[config.mk]
export PLATFORM = sky130hd
export DESIGN_NAME = operand_fetch
export DESIGN_NICKNAME = d
export VERILOG_FILES = /design/src/rtl/operand_fetch.sv
export SDC_FILE = /design/constraint.sdc
export NUM_CORES = 1
export LEC_CHECK = 0
export ABC_AREA = 1
export BUFFER_PORTS_ARGS = -buffer_cell sky130_fd_sc_hd__buf_2
export CAP_MARGIN = 20
export CELL_PAD_IN_SITES_DETAIL_PLACEMENT = 1
export CELL_PAD_IN_SITES_GLOBAL_PLACEMENT = 2
export CORE_ASPECT_RATIO = 0.75
export CORE_MARGIN = 1
export CORE_UTILIZATION = 27
export DETAILED_ROUTE_END_ITERATION = 8
export PLACE_DENSITY = 0.87
export SLEW_MARGIN = 0
export SYNTH_ARGS = -nofsm -noshare
export SYNTH_HDL_FRONTEND = slang
export SYNTH_SLANG_ARGS = --single-unit
[constraint.sdc]
create_clock -name clk -period 4.5 [get_ports clk]
set_input_delay 0.675 -clock clk [delete_from_list [all_inputs] [get_ports clk]]
set_output_delay 0.675 -clock clk [all_outputs]
set_load 0.05 [all_outputs]
[src/rtl/operand_fetch.sv]
`default_nettype none
// ============================================================================
//  Module   : operand_fetch
//  Purpose  : Operand fetch stage. Decodes source/destination registers of the
//             incoming instruction, reads the register file, bypasses a
//             same-cycle writeback, stalls on outstanding destination writes
//             tracked in a busy scoreboard, and presents the instruction with
//             its operands through a one-entry valid/ready output register.
//  Ports    : clk, rst                      clock, async active-high reset
//             in_valid/in_ready/in_instr    upstream handshake and instruction
//             rf_read_address_0/1           combinational RF read addresses
//             rf_read_data_0/1              combinational RF read data
//             wb_valid/wb_address/wb_data   writeback (also the RF write port)
//             out_valid/out_ready           downstream handshake
//             out_instr/out_rs1_data/out_rs2_data/out_rd/out_writes_rd
//                                           registered instruction + operands
//  Revision : 1.0 - initial release
// ============================================================================
module operand_fetch (
   input  logic        clk,
   input  logic        rst,
   input  logic        in_valid,
   output logic        in_ready,
   input  logic [31:0] in_instr,
   output logic [4:0]  rf_read_address_0,
   output logic [4:0]  rf_read_address_1,
   input  logic [31:0] rf_read_data_0,
   input  logic [31:0] rf_read_data_1,
   input  logic        wb_valid,
   input  logic [4:0]  wb_address,
   input  logic [31:0] wb_data,
   output logic        out_valid,
   input  logic        out_ready,
   output logic [31:0] out_instr,
   output logic [31:0] out_rs1_data,
   output logic [31:0] out_rs2_data,
   output logic [4:0]  out_rd,
   output logic        out_writes_rd
);

   localparam logic [6:0] c_OP_LUI    = 7'b0110111;
   localparam logic [6:0] c_OP_AUIPC  = 7'b0010111;
   localparam logic [6:0] c_OP_JAL    = 7'b1101111;
   localparam logic [6:0] c_OP_REG    = 7'b0110011;
   localparam logic [6:0] c_OP_STORE  = 7'b0100011;
   localparam logic [6:0] c_OP_BRANCH = 7'b1100011;

   // Field extraction
   logic [6:0]  w_opcode;
   logic [4:0]  w_rs1;
   logic [4:0]  w_rs2;
   logic [4:0]  w_rd;

   assign w_opcode = in_instr[6:0];
   assign w_rd     = in_instr[11:7];
   assign w_rs1    = in_instr[19:15];
   assign w_rs2    = in_instr[24:20];

   assign rf_read_address_0 = w_rs1;
   assign rf_read_address_1 = w_rs2;

   // Operand usage decode
   logic w_rs1_used;
   logic w_rs2_used;
   logic w_writes_rd;

   assign w_rs1_used  = !((w_opcode == c_OP_LUI) || (w_opcode == c_OP_AUIPC) ||
                          (w_opcode == c_OP_JAL));
   assign w_rs2_used  = (w_opcode == c_OP_REG) || (w_opcode == c_OP_STORE) ||
                        (w_opcode == c_OP_BRANCH);
   assign w_writes_rd = !((w_opcode == c_OP_STORE) || (w_opcode == c_OP_BRANCH)) &&
                        (w_rd != 5'd0);

   // Busy scoreboard; x0 can never be busy so only bits 31..1 are stored.
   logic [31:1] r_busy;
   logic [31:0] w_busy;

   assign w_busy = {r_busy, 1'b0};

   // Writeback bypass and operand select
   logic        w_wb_hit_rs1;
   logic        w_wb_hit_rs2;
   logic [31:0] w_rs1_data;
   logic [31:0] w_rs2_data;

   assign w_wb_hit_rs1 = wb_valid && (wb_address == w_rs1);
   assign w_wb_hit_rs2 = wb_valid && (wb_address == w_rs2);

   assign w_rs1_data = (w_rs1 == 5'd0) ? 32'd0 :
                       w_wb_hit_rs1    ? wb_data : rf_read_data_0;
   assign w_rs2_data = (w_rs2 == 5'd0) ? 32'd0 :
                       w_wb_hit_rs2    ? wb_data : rf_read_data_1;

   // A busy source is not a hazard when its writeback arrives this cycle.
   logic w_hazard_rs1;
   logic w_hazard_rs2;

   assign w_hazard_rs1 = w_rs1_used && w_busy[w_rs1] && !w_wb_hit_rs1;
   assign w_hazard_rs2 = w_rs2_used && w_busy[w_rs2] && !w_wb_hit_rs2;

   // Handshake; in_ready deliberately excludes in_valid.
   logic w_accept;

   assign in_ready = (!out_valid || out_ready) && !w_hazard_rs1 && !w_hazard_rs2;
   assign w_accept = in_valid && in_ready;

   // Scoreboard set/clear vectors (bit i corresponds to register i)
   logic [31:1] w_busy_set;
   logic [31:1] w_busy_clr;

   assign w_busy_set = (w_accept && w_writes_rd) ? (31'd1 << (w_rd - 5'd1)) : 31'd0;
   assign w_busy_clr = (wb_valid && (wb_address != 5'd0)) ?
                       (31'd1 << (wb_address - 5'd1)) : 31'd0;

   // Clear first, then set, so a same-cycle set wins.
   always_ff @(posedge clk or posedge rst) begin
      if (rst) begin
         r_busy <= '0;
      end else begin
         r_busy <= (r_busy & ~w_busy_clr) | w_busy_set;
      end
   end

   // Output register
   always_ff @(posedge clk or posedge rst) begin
      if (rst) begin
         out_valid     <= 1'b0;
         out_instr     <= 32'd0;
         out_rs1_data  <= 32'd0;
         out_rs2_data  <= 32'd0;
         out_rd        <= 5'd0;
         out_writes_rd <= 1'b0;
      end else if (w_accept) begin
         out_valid     <= 1'b1;
         out_instr     <= in_instr;
         out_rs1_data  <= w_rs1_data;
         out_rs2_data  <= w_rs2_data;
         out_rd        <= w_rd;
         out_writes_rd <= w_writes_rd;
      end else if (out_ready) begin
         out_valid     <= 1'b0;
      end
   end

endmodule
`default_nettype wire
==> results of run 1 <==
-- where the power goes --
part / switching [mW] / internal (mW) / leakage (nW) / total (mW)
Sequential: 0.195 / 1.44 / 1.61 / 1.63
Combinational: 1.48 / 0.413 / 3.28 / 1.89
Clock: 0.619 / 0.778 / 0.273 / 1.40
-- synth_stat cells --
cell	n
sky130_fd_sc_hd__dfrtp_1	129
sky130_fd_sc_hd__nand3_2	1
sky130_fd_sc_hd__buf_1	1
sky130_fd_sc_hd__xor2_1	1
sky130_fd_sc_hd__a21oi_2	3
sky130_fd_sc_hd__inv_1	50
sky130_fd_sc_hd__nor3_2	2
sky130_fd_sc_hd__nor2_1	62
sky130_fd_sc_hd__clkbuf_1	49
sky130_fd_sc_hd__a21oi_1	76
sky130_fd_sc_hd__nor4_1	1
sky130_fd_sc_hd__nand2_4	1
sky130_fd_sc_hd__o22ai_1	2
sky130_fd_sc_hd__nand4_1	110
sky130_fd_sc_hd__nor3_1	8
sky130_fd_sc_hd__ha_1	4
sky130_fd_sc_hd__nand2_1	394
sky130_fd_sc_hd__buf_4	20
sky130_fd_sc_hd__o21ai_1	2
sky130_fd_sc_hd__buf_2	30
sky130_fd_sc_hd__inv_2	3
sky130_fd_sc_hd__o211ai_1	5
sky130_fd_sc_hd__clkinv_1	1
sky130_fd_sc_hd__nand3_1	121
sky130_fd_sc_hd__o21ai_0	44
-- cell usage in the layout, fill, tap and decap left out, types with 3 or more instances in the layout --
cell type,n
sky130_fd_sc_hd__a21oi_1,76
sky130_fd_sc_hd__a21oi_4,3
sky130_fd_sc_hd__buf_2,250
sky130_fd_sc_hd__buf_4,16
sky130_fd_sc_hd__clkbuf_16,17
sky130_fd_sc_hd__clkinvlp_4,4
sky130_fd_sc_hd__dfrtp_1,129
sky130_fd_sc_hd__ha_1,4
sky130_fd_sc_hd__inv_1,49
sky130_fd_sc_hd__inv_2,3
sky130_fd_sc_hd__inv_6,5
sky130_fd_sc_hd__inv_8,3
sky130_fd_sc_hd__nand2_1,394
sky130_fd_sc_hd__nand3_1,121
sky130_fd_sc_hd__nand4_1,110
sky130_fd_sc_hd__nor2_1,59
sky130_fd_sc_hd__nor3_1,8
sky130_fd_sc_hd__o211ai_1,5
sky130_fd_sc_hd__o21ai_0,44
-- stage by stage --
stage | power [mW] | setup slack, ns | utilization, % | cells | area [sq um]
floorplan | 2.963 | 0.3840 | - | 1120 | 7757
global placement | 3.507 | 0.6652 | 32.80 | 1673 | 9221
detailed placement | 3.540 | 0.6461 | 32.80 | 1673 | 9221
CTS | 4.962 | 0.7928 | 34.85 | 1705 | 9798
global route | 5.168 | 0.6102 | 34.85 | 1705 | 9798
finish | 4.920 | 0.7841 | 34.85 | 1705 | 9798
-- critical path, delay by kind of cell --
family | cells | cell delay, ns
buf+inv | 3 | 1.12
simple gates | 9 | 1.23
-- final timing paths --
| path | from | endpoint | slack (ns) | cells past startpoint |
|---|---|---|---|---|
| max | in_instr[20] | in_ready | 0.78 | 12 |
| min in group clk | out_rs1_data[27]$_DFFE_PP0P_ | out_rs1_data[27]$_DFFE_PP0P_ | 0.46 | 2 |
| max in group asynchronous | rst | r_busy[21]$_DFF_PP0_ | 3.19 | 3 |
| min reg2reg | out_rs1_data[27]$_DFFE_PP0P_ | out_rs1_data[27]$_DFFE_PP0P_ | 0.46 | 2 |
| min | rst | r_busy[17]$_DFF_PP0_ | 0.43 | 2 |
| max reg2reg | r_busy[18]$_DFF_PP0_ | out_rs2_data[10]$_DFFE_PP0P_ | 1.47 | 10 |
-- flip-flops by register name (all words and copies together) (netlist names) --
| signal | cells |
|---|---|
| out_instr | 32 |
| out_rs1_data | 32 |
| out_rs2_data | 32 |
| out_valid | 1 |
| out_writes_rd | 1 |
| r_busy | 31 |
-- final cells by class --
| class | instances | area [sq um] | area share [%] |
|---|---|---|---|
| well taps | 385 | 481.7 | 4.916 |
| clock buffers | 17 | 425.4 | 4.342 |
| flip-flops and latches | 129 | 3228 | 32.95 |
| inverters | 54 | 207.7 | 2.120 |
| clock inverters | 15 | 151.4 | 1.545 |
| repair buffers | 268 | 1411 | 14.40 |
| multi-input cells | 837 | 3892 | 39.73 |
-- routing by layer --
layer / part of all wire [%] / routed length (um)
met5: 0.035 / 12
met1: 48 / 16180
met4: 1.4 / 464
met2: 43 / 14550
met3: 8.2 / 2803
-- cell families after synthesis --
logic type / share of synthesized area (%)
flops: 41.61
simple gates: 39.87
fa+ha+maj: 0.6452
buf+inv: 8.903
xor+xnor: 0.1129
compound gates: 8.855
==> impl_results.html, run 1 <==
<table>
<tr><th>Metric</th><th>Value</th></tr>
<tr><th colspan="2">Global routing</th></tr>
<tr><td>Vias in the first global route</td><td>8,750</td></tr>
<tr><td>GR Overflow Total</td><td>0</td></tr>
<tr><td>Wire length of the first global-routing pass</td><td>52,150 um</td></tr>
<tr><td>Global routing met2 resource utilization</td><td>34.00%</td></tr>
<tr><td>Maximum number of pins on one net before global-route repair</td><td>90</td></tr>
<tr><td>Met3 track demand over resource</td><td>between 6 and 7%</td></tr>
<tr><td>Global route hottest layer</td><td>met2</td></tr>
<tr><td>GRT met1 Usage</td><td>about 34%</td></tr>
<tr><td>Antenna violations before repair</td><td>1</td></tr>
<tr><td>Gr usage total</td><td>23.32%</td></tr>
<tr><th colspan="2">Worst setup path</th></tr>
<tr><td>Dominant cell type by count on the critical path</td><td>sky130_fd_sc_hd__nand2_1</td></tr>
<tr><td>Arrival @ worst endpoint</td><td>3.04 ns</td></tr>
<tr><td>List of cells traversed by the critical path</td><td>buf_2 -&gt; inv_1 -&gt; nand2_1 -&gt; nand2_1 -&gt; nand3_1 -&gt; nand2_1 -&gt; nor2_1 -&gt; nand2_1 -&gt; nor2_1 -&gt; nor2_1 -&gt; nor2_4 -&gt; buf_2</td></tr>
<tr><td>Required arrival time at the worst endpoint</td><td>3.83 ns</td></tr>
<tr><td>Category of the most critical setup path</td><td>in -&gt; out</td></tr>
<tr><td>Crit path max fanout</td><td>22</td></tr>
<tr><td>Crit-path max cell delay</td><td>0.49 ns</td></tr>
<tr><td>CP startpoint kind</td><td>input pin</td></tr>
<tr><td>Critical Path End Type</td><td>output pin</td></tr>
<tr><td>Cell at the slowest stage of the critical path</td><td>sky130_fd_sc_hd__nor2_4</td></tr>
<tr><th colspan="2">STA</th></tr>
<tr><td>Clock skew after layout</td><td>roughly 0.017 ns</td></tr>
<tr><td>Worst slew slack as a fraction of its limit</td><td>39.49%</td></tr>
<tr><td>Post-route worst hold slack</td><td>0.4320 ns</td></tr>
<tr><td>Setup violations, final</td><td>0</td></tr>
<tr><td>Worst-margin pin slew</td><td>between 0.9 and 1 ns</td></tr>
<tr><td>Sum Neg Setup Slack</td><td>0 ns</td></tr>
<tr><td>RSZ-0062 raised after global routing</td><td>no</td></tr>
<tr><td>Shortest period the worst path allows</td><td>3.716 ns</td></tr>
<tr><td>Final critical-path share of the clock period</td><td>82.57%</td></tr>
<tr><td>FMAX</td><td>269.1 MHz</td></tr>
<tr><td>Final-report max-slew violation count</td><td>0</td></tr>
<tr><td>Endpoints failing hold</td><td>0</td></tr>
<tr><th colspan="2">Placed design</th></tr>
<tr><td>Input/output buffers</td><td>251</td></tr>
<tr><td>Final Wtd Congestion</td><td>0.8850</td></tr>
<tr><td>Half-perimeter wire length after detailed placement</td><td>23,890 um</td></tr>
<tr><th colspan="2">Floorplan</th></tr>
<tr><td>Initial standard-cell utilization of the core</td><td>between 20% and 30%</td></tr>
<tr><td>I/O pin count</td><td>252</td></tr>
<tr><td>Placeable core area</td><td>28,120 sq um</td></tr>
<tr><td>Width of the die</td><td>197.7 um</td></tr>
<tr><td>DIE AREA</td><td>around 30,000 sq um</td></tr>
<tr><td>Cell row count</td><td>between 50 and 60</td></tr>
<tr><td>Die boundary height</td><td>148.8 um</td></tr>
<tr><th colspan="2">Min path</th></tr>
<tr><td>Min-Delay Path Class</td><td>in -&gt; async</td></tr>
<tr><th colspan="2">Route</th></tr>
<tr><td>Antenna-violating nets left</td><td>0</td></tr>
<tr><td>Via count</td><td>8,814</td></tr>
<tr><td>Remaining DRCs</td><td>0</td></tr>
<tr><td>Routed wire length per instance</td><td>19.95 um</td></tr>
<tr><td>Router iterations before antenna repair</td><td>5</td></tr>
<tr><td>Final wirelength</td><td>34,010 um</td></tr>
<tr><td>DRC marker count from the first detailed-route iteration</td><td>642</td></tr>
<tr><td>Number of vias per cell</td><td>~5.2</td></tr>
<tr><th colspan="2">Final layout</th></tr>
<tr><td>Fraction of final layout cells with drive strength greater than 1</td><td>23.86%</td></tr>
<tr><td>Fill cell total of the finished layout</td><td>3,630</td></tr>
<tr><td>Number of antenna diodes</td><td>0</td></tr>
<tr><td>Net count, final</td><td>approximately 1,400</td></tr>
<tr><td>Layout overhead on the synthesized area</td><td>26.31%</td></tr>
<tr><th colspan="2">Power and ir drop</th></tr>
<tr><td>Power density normalized to cell area</td><td>502.1 nW/um^2</td></tr>
<tr><td>Peak ir drop on the vdd network</td><td>0.2944 mV</td></tr>
<tr><td>P_leak</td><td>about 5.2 nW</td></tr>
<tr><th colspan="2">Clock network</th></tr>
<tr><td># hold bufs at CTS</td><td>0</td></tr>
<tr><td>Clock Latency Late Sink</td><td>0.44 ns</td></tr>
<tr><td>Clk sink count</td><td>around 130</td></tr>
<tr><td>Post-CTS resize count</td><td>0</td></tr>
<tr><td>Clock-pin slew on the worst setup and hold paths</td><td>0.07 ns</td></tr>
<tr><td>CTS buffer count</td><td>17</td></tr>
<tr><td># Post-CTS Setup Buffers</td><td>0</td></tr>
<tr><td>Clk Tree Root Cell</td><td>sky130_fd_sc_hd__clkbuf_16</td></tr>
<tr><td>Clock tree from TritonCTS</td><td>yes</td></tr>
<tr><td>Clock H-tree levels</td><td>4</td></tr>
<tr><td>Maximum buffer depth of the clock tree</td><td>2</td></tr>
<tr><th colspan="2">Run status</th></tr>
<tr><td>Status</td><td>completed</td></tr>
<tr><th colspan="2">Synthesis</th></tr>
<tr><td>Biggest area contributors in the synthesized netlist</td><td>sky130_fd_sc_hd__dfrtp_1 42%, sky130_fd_sc_hd__nand2_1 19%, sky130_fd_sc_hd__nand4_1 8.9%, sky130_fd_sc_hd__nand3_1 7.8%, sky130_fd_sc_hd__a21oi_1 4.9%</td></tr>
<tr><td>Post-synthesis instance area</td><td>approximately 7800 sq um</td></tr>
<tr><td>Synth unique cells</td><td>25</td></tr>
<tr><td>Syn Area/Cell</td><td>6.926 sq um</td></tr>
<tr><td>Number of warnings issued by yosys</td><td>0</td></tr>
<tr><td>Post-synthesis cell count</td><td>1,120</td></tr>
<tr><td>Flops &amp; latches, synth</td><td>between 100 and 150</td></tr>
<tr><td>Synth top area share</td><td>41.61%</td></tr>
<tr><td>Most area-hungry cell type in the Yosys netlist</td><td>sky130_fd_sc_hd__dfrtp_1</td></tr>
<tr><td>Post-synth net total</td><td>approximately 1,300</td></tr>
<tr><td>Fraction of the yosys area taken by sequential cells</td><td>between 40% and 50%</td></tr>
<tr><th colspan="2">Flow run</th></tr>
<tr><td>Max-cap violations</td><td>0</td></tr>
</table>
No activity file was read; power rests on OpenSTA's default activity.
==> run 2, diff against run 1 <==
--- a/config.mk
+++ b/config.mk
@@ -5,16 +5,16 @@
 export SDC_FILE = /design/constraint.sdc
 export NUM_CORES = 1
 export LEC_CHECK = 0
-export ABC_AREA = 1
+export ABC_AREA = 0
 export BUFFER_PORTS_ARGS = -buffer_cell sky130_fd_sc_hd__buf_2
 export CAP_MARGIN = 20
 export CELL_PAD_IN_SITES_DETAIL_PLACEMENT = 1
 export CELL_PAD_IN_SITES_GLOBAL_PLACEMENT = 2
 export CORE_ASPECT_RATIO = 0.75
 export CORE_MARGIN = 1
-export CORE_UTILIZATION = 27
+export CORE_UTILIZATION = 28
 export DETAILED_ROUTE_END_ITERATION = 8
-export PLACE_DENSITY = 0.87
+export PLACE_DENSITY = 0.84
 export SLEW_MARGIN = 0
 export SYNTH_ARGS = -nofsm -noshare
 export SYNTH_HDL_FRONTEND = slang
==> constraint.sdc (replaced) <==
create_clock -name clk -period 3.25 [get_ports clk]
set_input_delay 0.4875 -clock clk [delete_from_list [all_inputs] [get_ports clk]]
set_output_delay 0.4875 -clock clk [all_outputs]
set_load 0.05 [all_outputs]
==> run 2 against run 1 <==
Compared with the run above: power grew 39%; clock power up 28%; non-clock buffer count is 3 lower; global-route usage shrank 4.8 points; clock skew decreased by 0.0014 ns; hold slack got worse by 0.14 ns; synthesized cell count shrank 45%; largest power group unchanged; critical path type is now reg -> out; routed wire length shrank 31%.
==> impl_results.html, run 2 <==
<table>
<tr><th>Metric</th><th>Value</th></tr>
<tr><th colspan="2">Clock network</th></tr>
<tr><td>Clock tree from TritonCTS</td><td>yes (unchanged)</td></tr>
<tr><td>Clock Latency Late Sink</td><td>0.42 ns (was 0.44 ns)</td></tr>
<tr><td>CTS buffer count</td><td>17 (unchanged)</td></tr>
<tr><td>Clock H-tree levels</td><td>4 (unchanged)</td></tr>
<tr><td># hold bufs at CTS</td><td>0 (unchanged)</td></tr>
<tr><td>Clk sink count</td><td>129 (unchanged)</td></tr>
<tr><td>Post-CTS resize count</td><td>0 (unchanged)</td></tr>
<tr><td>Clk Tree Root Cell</td><td>sky130_fd_sc_hd__clkbuf_16 (unchanged)</td></tr>
<tr><td>Maximum buffer depth of the clock tree</td><td>2 (unchanged)</td></tr>
<tr><td>Clock-pin slew on the worst setup and hold paths</td><td>0.07 ns (about the same)</td></tr>
<tr><td># Post-CTS Setup Buffers</td><td>0 (unchanged)</td></tr>
<tr><th colspan="2">Floorplan</th></tr>
<tr><td>Initial standard-cell utilization of the core</td><td>29.00% (was 27.59%)</td></tr>
<tr><td>DIE AREA</td><td>25,920 sq um (was 29,420 sq um)</td></tr>
<tr><td>I/O pin count</td><td>252 (unchanged)</td></tr>
<tr><td>Width of the die</td><td>185.6 um (was 197.7 um)</td></tr>
<tr><td>Placeable core area</td><td>24,400 sq um (was 28,120 sq um)</td></tr>
<tr><td>Die boundary height</td><td>139.7 um (was 148.8 um)</td></tr>
<tr><td>Cell row count</td><td>49 (was 53)</td></tr>
<tr><th colspan="2">STA</th></tr>
<tr><td>Setup violations, final</td><td>0 (unchanged)</td></tr>
<tr><td>Worst-margin pin slew</td><td>0.9158 ns (was 0.9077 ns)</td></tr>
<tr><td>Final-report max-slew violation count</td><td>0 (unchanged)</td></tr>
<tr><td>Final critical-path share of the clock period</td><td>95.54%</td></tr>
<tr><td>Clock skew after layout</td><td>0.01549 ns (was 0.01685 ns)</td></tr>
<tr><td>Shortest period the worst path allows</td><td>3.105 ns</td></tr>
<tr><td>Worst slew slack as a fraction of its limit</td><td>38.94% (was 39.49%)</td></tr>
<tr><td>Sum Neg Setup Slack</td><td>0 ns (unchanged)</td></tr>
<tr><td>FMAX</td><td>about 320 MHz</td></tr>
<tr><td>RSZ-0062 raised after global routing</td><td>no (unchanged)</td></tr>
<tr><td>Endpoints failing hold</td><td>0 (unchanged)</td></tr>
<tr><th colspan="2">Power and ir drop</th></tr>
<tr><td>Proportion of power drawn by the clock network</td><td>26.1% (was 28.4%)</td></tr>
<tr><td>Peak ir drop on the vdd network</td><td>0.3298 mV (was 0.2944 mV)</td></tr>
<tr><td>Final Total Pwr</td><td>6.835 mW (was 4.920 mW)</td></tr>
<tr><td>Sequential share of power</td><td>34.2% (was 33.2%)</td></tr>
<tr><td>P_leak</td><td>4.049 nW (was 5.171 nW)</td></tr>
<tr><td>Portion of total power attributed to combinational logic</td><td>39.6% (was 38.4%)</td></tr>
<tr><td>Power density normalized to cell area</td><td>747.9 nW/um^2 (was 502.1 nW/um^2)</td></tr>
<tr><td>Switching Power</td><td>3.024 mW (was 2.292 mW)</td></tr>
<tr><td>Net switching fraction of the power</td><td>44.24% (was 46.59%)</td></tr>
<tr><td>Internal portion of total power</td><td>3.811 mW (was 2.628 mW)</td></tr>
<tr><th colspan="2">Worst setup path</th></tr>
<tr><td>Required arrival time at the worst endpoint</td><td>2.76 ns (was 3.83 ns)</td></tr>
<tr><td>Crit path max fanout</td><td>3 (was 22)</td></tr>
<tr><td>CP startpoint kind</td><td>register (was input pin)</td></tr>
<tr><td>Worst R2R Path Depth</td><td>7 (was 10)</td></tr>
<tr><td>Category of the most critical setup path</td><td>reg -&gt; out (was in -&gt; out)</td></tr>
<tr><td>Worst r2r src</td><td>r_busy[31]$_DFF_PP0_ (was r_busy[18]$_DFF_PP0_)</td></tr>
<tr><td>Arrival @ worst endpoint</td><td>2.62 ns (was 3.04 ns)</td></tr>
<tr><td>Critical Path End Type</td><td>output pin (unchanged)</td></tr>
<tr><td>Endpoint of the most critical setup path</td><td>in_ready (unchanged)</td></tr>
<tr><td>Setup slack on the worst flop-to-flop path</td><td>0.58 ns (was 1.47 ns)</td></tr>
<tr><td>Critical path startpoint</td><td>r_busy[31]$_DFF_PP0_ (was in_instr[20])</td></tr>
<tr><td>Critical R2R Capture</td><td>r_busy[28]$_DFF_PP0_ (was out_rs2_data[10]$_DFFE_PP0P_)</td></tr>
<tr><th colspan="2">Global routing</th></tr>
<tr><td>Maximum number of pins on one net before global-route repair</td><td>69 (was 90)</td></tr>
<tr><td>Vias in the first global route</td><td>6,132 (was 8,750)</td></tr>
<tr><td>Antenna violations before repair</td><td>1 (unchanged)</td></tr>
<tr><td>Wire length of the first global-routing pass</td><td>36,230 um (was 52,150 um)</td></tr>
<tr><td>Gr usage total</td><td>18.49% (was 23.32%)</td></tr>
<tr><td>GR Overflow Total</td><td>0 (unchanged)</td></tr>
<tr><th colspan="2">Synthesis</th></tr>
<tr><td>Leading post-synthesis cells by instance count</td><td>129 x sky130_fd_sc_hd__dfrtp_1, 76 x sky130_fd_sc_hd__mux2i_1, 70 x sky130_fd_sc_hd__nor2_1 (was 394 x sky130_fd_sc_hd__nand2_1, 129 x sky130_fd_sc_hd__dfrtp_1, 121 x sky130_fd_sc_hd__nand3_1)</td></tr>
<tr><td>Post-synthesis cell count</td><td>618 (was 1,120)</td></tr>
<tr><td>Share of async-settable or async-resettable flops after synthesis</td><td>100.0% (unchanged)</td></tr>
<tr><td>Synth unique cells</td><td>47 (was 25)</td></tr>
<tr><td>Post-synth net total</td><td>760 (was 1,262)</td></tr>
<tr><td>Syn Area/Cell</td><td>11.45 sq um (was 6.926 sq um)</td></tr>
<tr><td>Biggest area contributors in the synthesized netlist</td><td>sky130_fd_sc_hd__dfrtp_1 46%, sky130_fd_sc_hd__mux2i_1 11%, sky130_fd_sc_hd__mux2_1 9.5%, sky130_fd_sc_hd__mux2_2 6.2%, sky130_fd_sc_hd__nor2_1 3.7% (was sky130_fd_sc_hd__dfrtp_1 42%, sky130_fd_sc_hd__nand2_1 19%, sky130_fd_sc_hd__nand4_1 8.9%, sky130_fd_sc_hd__nand3_1 7.8%, sky130_fd_sc_hd__a21oi_1 4.9%)</td></tr>
<tr><td>Most area-hungry cell type in the Yosys netlist</td><td>sky130_fd_sc_hd__dfrtp_1 (unchanged)</td></tr>
<tr><td>Post-synthesis instance area</td><td>7076 sq um (was 7757 sq um)</td></tr>
<tr><td>Most used flip-flop cell after synthesis</td><td>sky130_fd_sc_hd__dfrtp_1 (unchanged)</td></tr>
<tr><td>Fraction of the yosys area taken by sequential cells</td><td>45.62% (was 41.61%)</td></tr>
<tr><td>Flops &amp; latches, synth</td><td>129 (unchanged)</td></tr>
<tr><td>Synth top area share</td><td>45.62% (was 41.61%)</td></tr>
<tr><td>Number of warnings issued by yosys</td><td>0 (unchanged)</td></tr>
<tr><td>Most frequent cell after synthesis</td><td>sky130_fd_sc_hd__dfrtp_1 (was sky130_fd_sc_hd__nand2_1)</td></tr>
<tr><td>Number of flops mapped to enable cells by yosys</td><td>0 (unchanged)</td></tr>
<tr><th colspan="2">Placed design</th></tr>
<tr><td>Half-perimeter wire length after detailed placement</td><td>17,380 um (was 23,890 um)</td></tr>
<tr><td>Input/output buffers</td><td>251 (unchanged)</td></tr>
<tr><td>Final Wtd Congestion</td><td>0.8666 (was 0.8850)</td></tr>
<tr><th colspan="2">Final layout</th></tr>
<tr><td>Commonest cells after routing, fill and taps aside</td><td>251 x sky130_fd_sc_hd__buf_2, 129 x sky130_fd_sc_hd__dfrtp_1, 76 x sky130_fd_sc_hd__mux2i_1 (was 394 x sky130_fd_sc_hd__nand2_1, 250 x sky130_fd_sc_hd__buf_2, 129 x sky130_fd_sc_hd__dfrtp_1)</td></tr>
<tr><td>FF/Latch Area</td><td>3228 sq um (unchanged)</td></tr>
<tr><td>Net count, final</td><td>988 (was 1,449)</td></tr>
<tr><td>Layout overhead on the synthesized area</td><td>29.16% (was 26.31%)</td></tr>
<tr><td>Fill cell total of the finished layout</td><td>2,791 (was 3,630)</td></tr>
<tr><td>Commonest non-fill, non-tap cell in the layout</td><td>sky130_fd_sc_hd__buf_2 (was sky130_fd_sc_hd__nand2_1)</td></tr>
<tr><td>Fraction of final layout cells with drive strength greater than 1</td><td>42.14% (was 23.86%)</td></tr>
<tr><td>Area used by multi-input combinational logic</td><td>3500 sq um (was 3892 sq um)</td></tr>
<tr><td>Biggest regs</td><td>out_instr: 32 flops, out_rs1_data: 32 flops, out_rs2_data: 32 flops (unchanged)</td></tr>
<tr><th colspan="2">Min path</th></tr>
<tr><td>Min-Delay Path Class</td><td>in -&gt; reg (was in -&gt; async)</td></tr>
<tr><th colspan="2">Route</th></tr>
<tr><td>Routed wire length per instance</td><td>19.75 um (was 19.95 um)</td></tr>
<tr><td>Antenna-violating nets left</td><td>0 (unchanged)</td></tr>
<tr><td>Final wirelength</td><td>23,520 um (was 34,010 um)</td></tr>
<tr><td>Via count</td><td>5,818 (was 8,814)</td></tr>
<tr><td>Router iterations before antenna repair</td><td>4 (was 5)</td></tr>
<tr><td>Remaining DRCs</td><td>0 (unchanged)</td></tr>
<tr><td>DRC marker count from the first detailed-route iteration</td><td>209 (was 642)</td></tr>
<tr><td>Number of vias per cell</td><td>4.885 (was 5.170)</td></tr>
<tr><th colspan="2">Flow run</th></tr>
<tr><td>Max-cap violations</td><td>0 (unchanged)</td></tr>
<tr><th colspan="2">Run status</th></tr>
<tr><td>Status</td><td>completed (unchanged)</td></tr>
</table>
==> run 2: power groups by stage <==
stage          Combinational, mW  Sequential [mW]  Clock, mW
2_1_floorplan              0.859             3.46          0
3_3_place_gp                2.69             2.34          0
3_5_place_dp                2.73             2.36          0
4_1_cts                     2.73             2.34       1.85
5_1_grt                     2.87             2.39       1.92
6_report                    2.71             2.34       1.79
==> run 2: how the worst min path moves through the flow <==
stage	from	depth (start not counted)	slack, ns	end
6_report	in_instr[31]	2	0.29	out_instr[31]$_DFFE_PP0P_
5_1_grt	in_instr[31]	2	0.28	out_instr[31]$_DFFE_PP0P_
4_1_cts	in_instr[27]	2	0.28	out_instr[27]$_DFFE_PP0P_
3_5_place_dp	out_rs1_data[30]$_DFFE_PP0P_	1	0.48	out_rs1_data[30]$_DFFE_PP0P_
3_3_place_gp	out_rs1_data[10]$_DFFE_PP0P_	1	0.47	out_rs1_data[10]$_DFFE_PP0P_
2_1_floorplan	r_busy[30]$_DFF_PP0_	2	0.48	r_busy[30]$_DFF_PP0_
==> run 2: final cells by class <==
type | count | share of cell area (%)
well taps | 331 | 4.532
multi-input cells | 425 | 38.29
flip-flops and latches | 129 | 35.32
repair buffers | 265 | 15.44
clock buffers | 18 | 4.806
diodes | 1 | 0.02738
clock inverters | 14 | 1.205
inverters | 8 | 0.3697
==> run 2: cell families after synthesis <==
family	synth area share [%]
AO/OA/AOI/OAI	7.410
multiplexers	29.90
buffers and inverters	5.199
flip-flops	45.62
adder cells (fa/ha/maj)	0.7074
AND/OR/NAND/NOR	9.673
XOR/XNOR	1.485
==> run 2: per-layer routing <==
metal | GRT usage (%) | routed length [um] | vias to the layer above
met5 | 0 | 0 | -
met4 | 3.538 | 160 | 0
met3 | 5.862 | 2006 | 12
met2 | 28.07 | 10220 | 237
met1 | 25.75 | 11130 | 2896
li1 | - | - | 2673
==> run 2: critical path, cell delays in order, from the launching register on <==
cell	delay, ns
sky130_fd_sc_hd__dfrtp_1	0.41
sky130_fd_sc_hd__mux4_2	0.47
sky130_fd_sc_hd__mux2_2	0.28
sky130_fd_sc_hd__a221oi_1	0.31
sky130_fd_sc_hd__a211o_2	0.20
sky130_fd_sc_hd__nand3_1	0.17
sky130_fd_sc_hd__inv_1	0.09
sky130_fd_sc_hd__buf_2	0.26
==> run 2: per-stage QoR <==
step	setup WS (ns)	hold WS (ns)	area, sq um	utilization, %	std cells
2_1_floorplan	0.2956	0.4841	7079	-	618
3_3_place_gp	0.2876	0.4690	8587	35.19	1158
3_5_place_dp	0.2480	0.4761	8587	35.19	1158
4_1_cts	0.1300	0.2755	9136	37.44	1190
5_1_grt	0.03043	0.2807	9139	37.45	1191
6_report	0.1448	0.2940	9139	37.45	1191
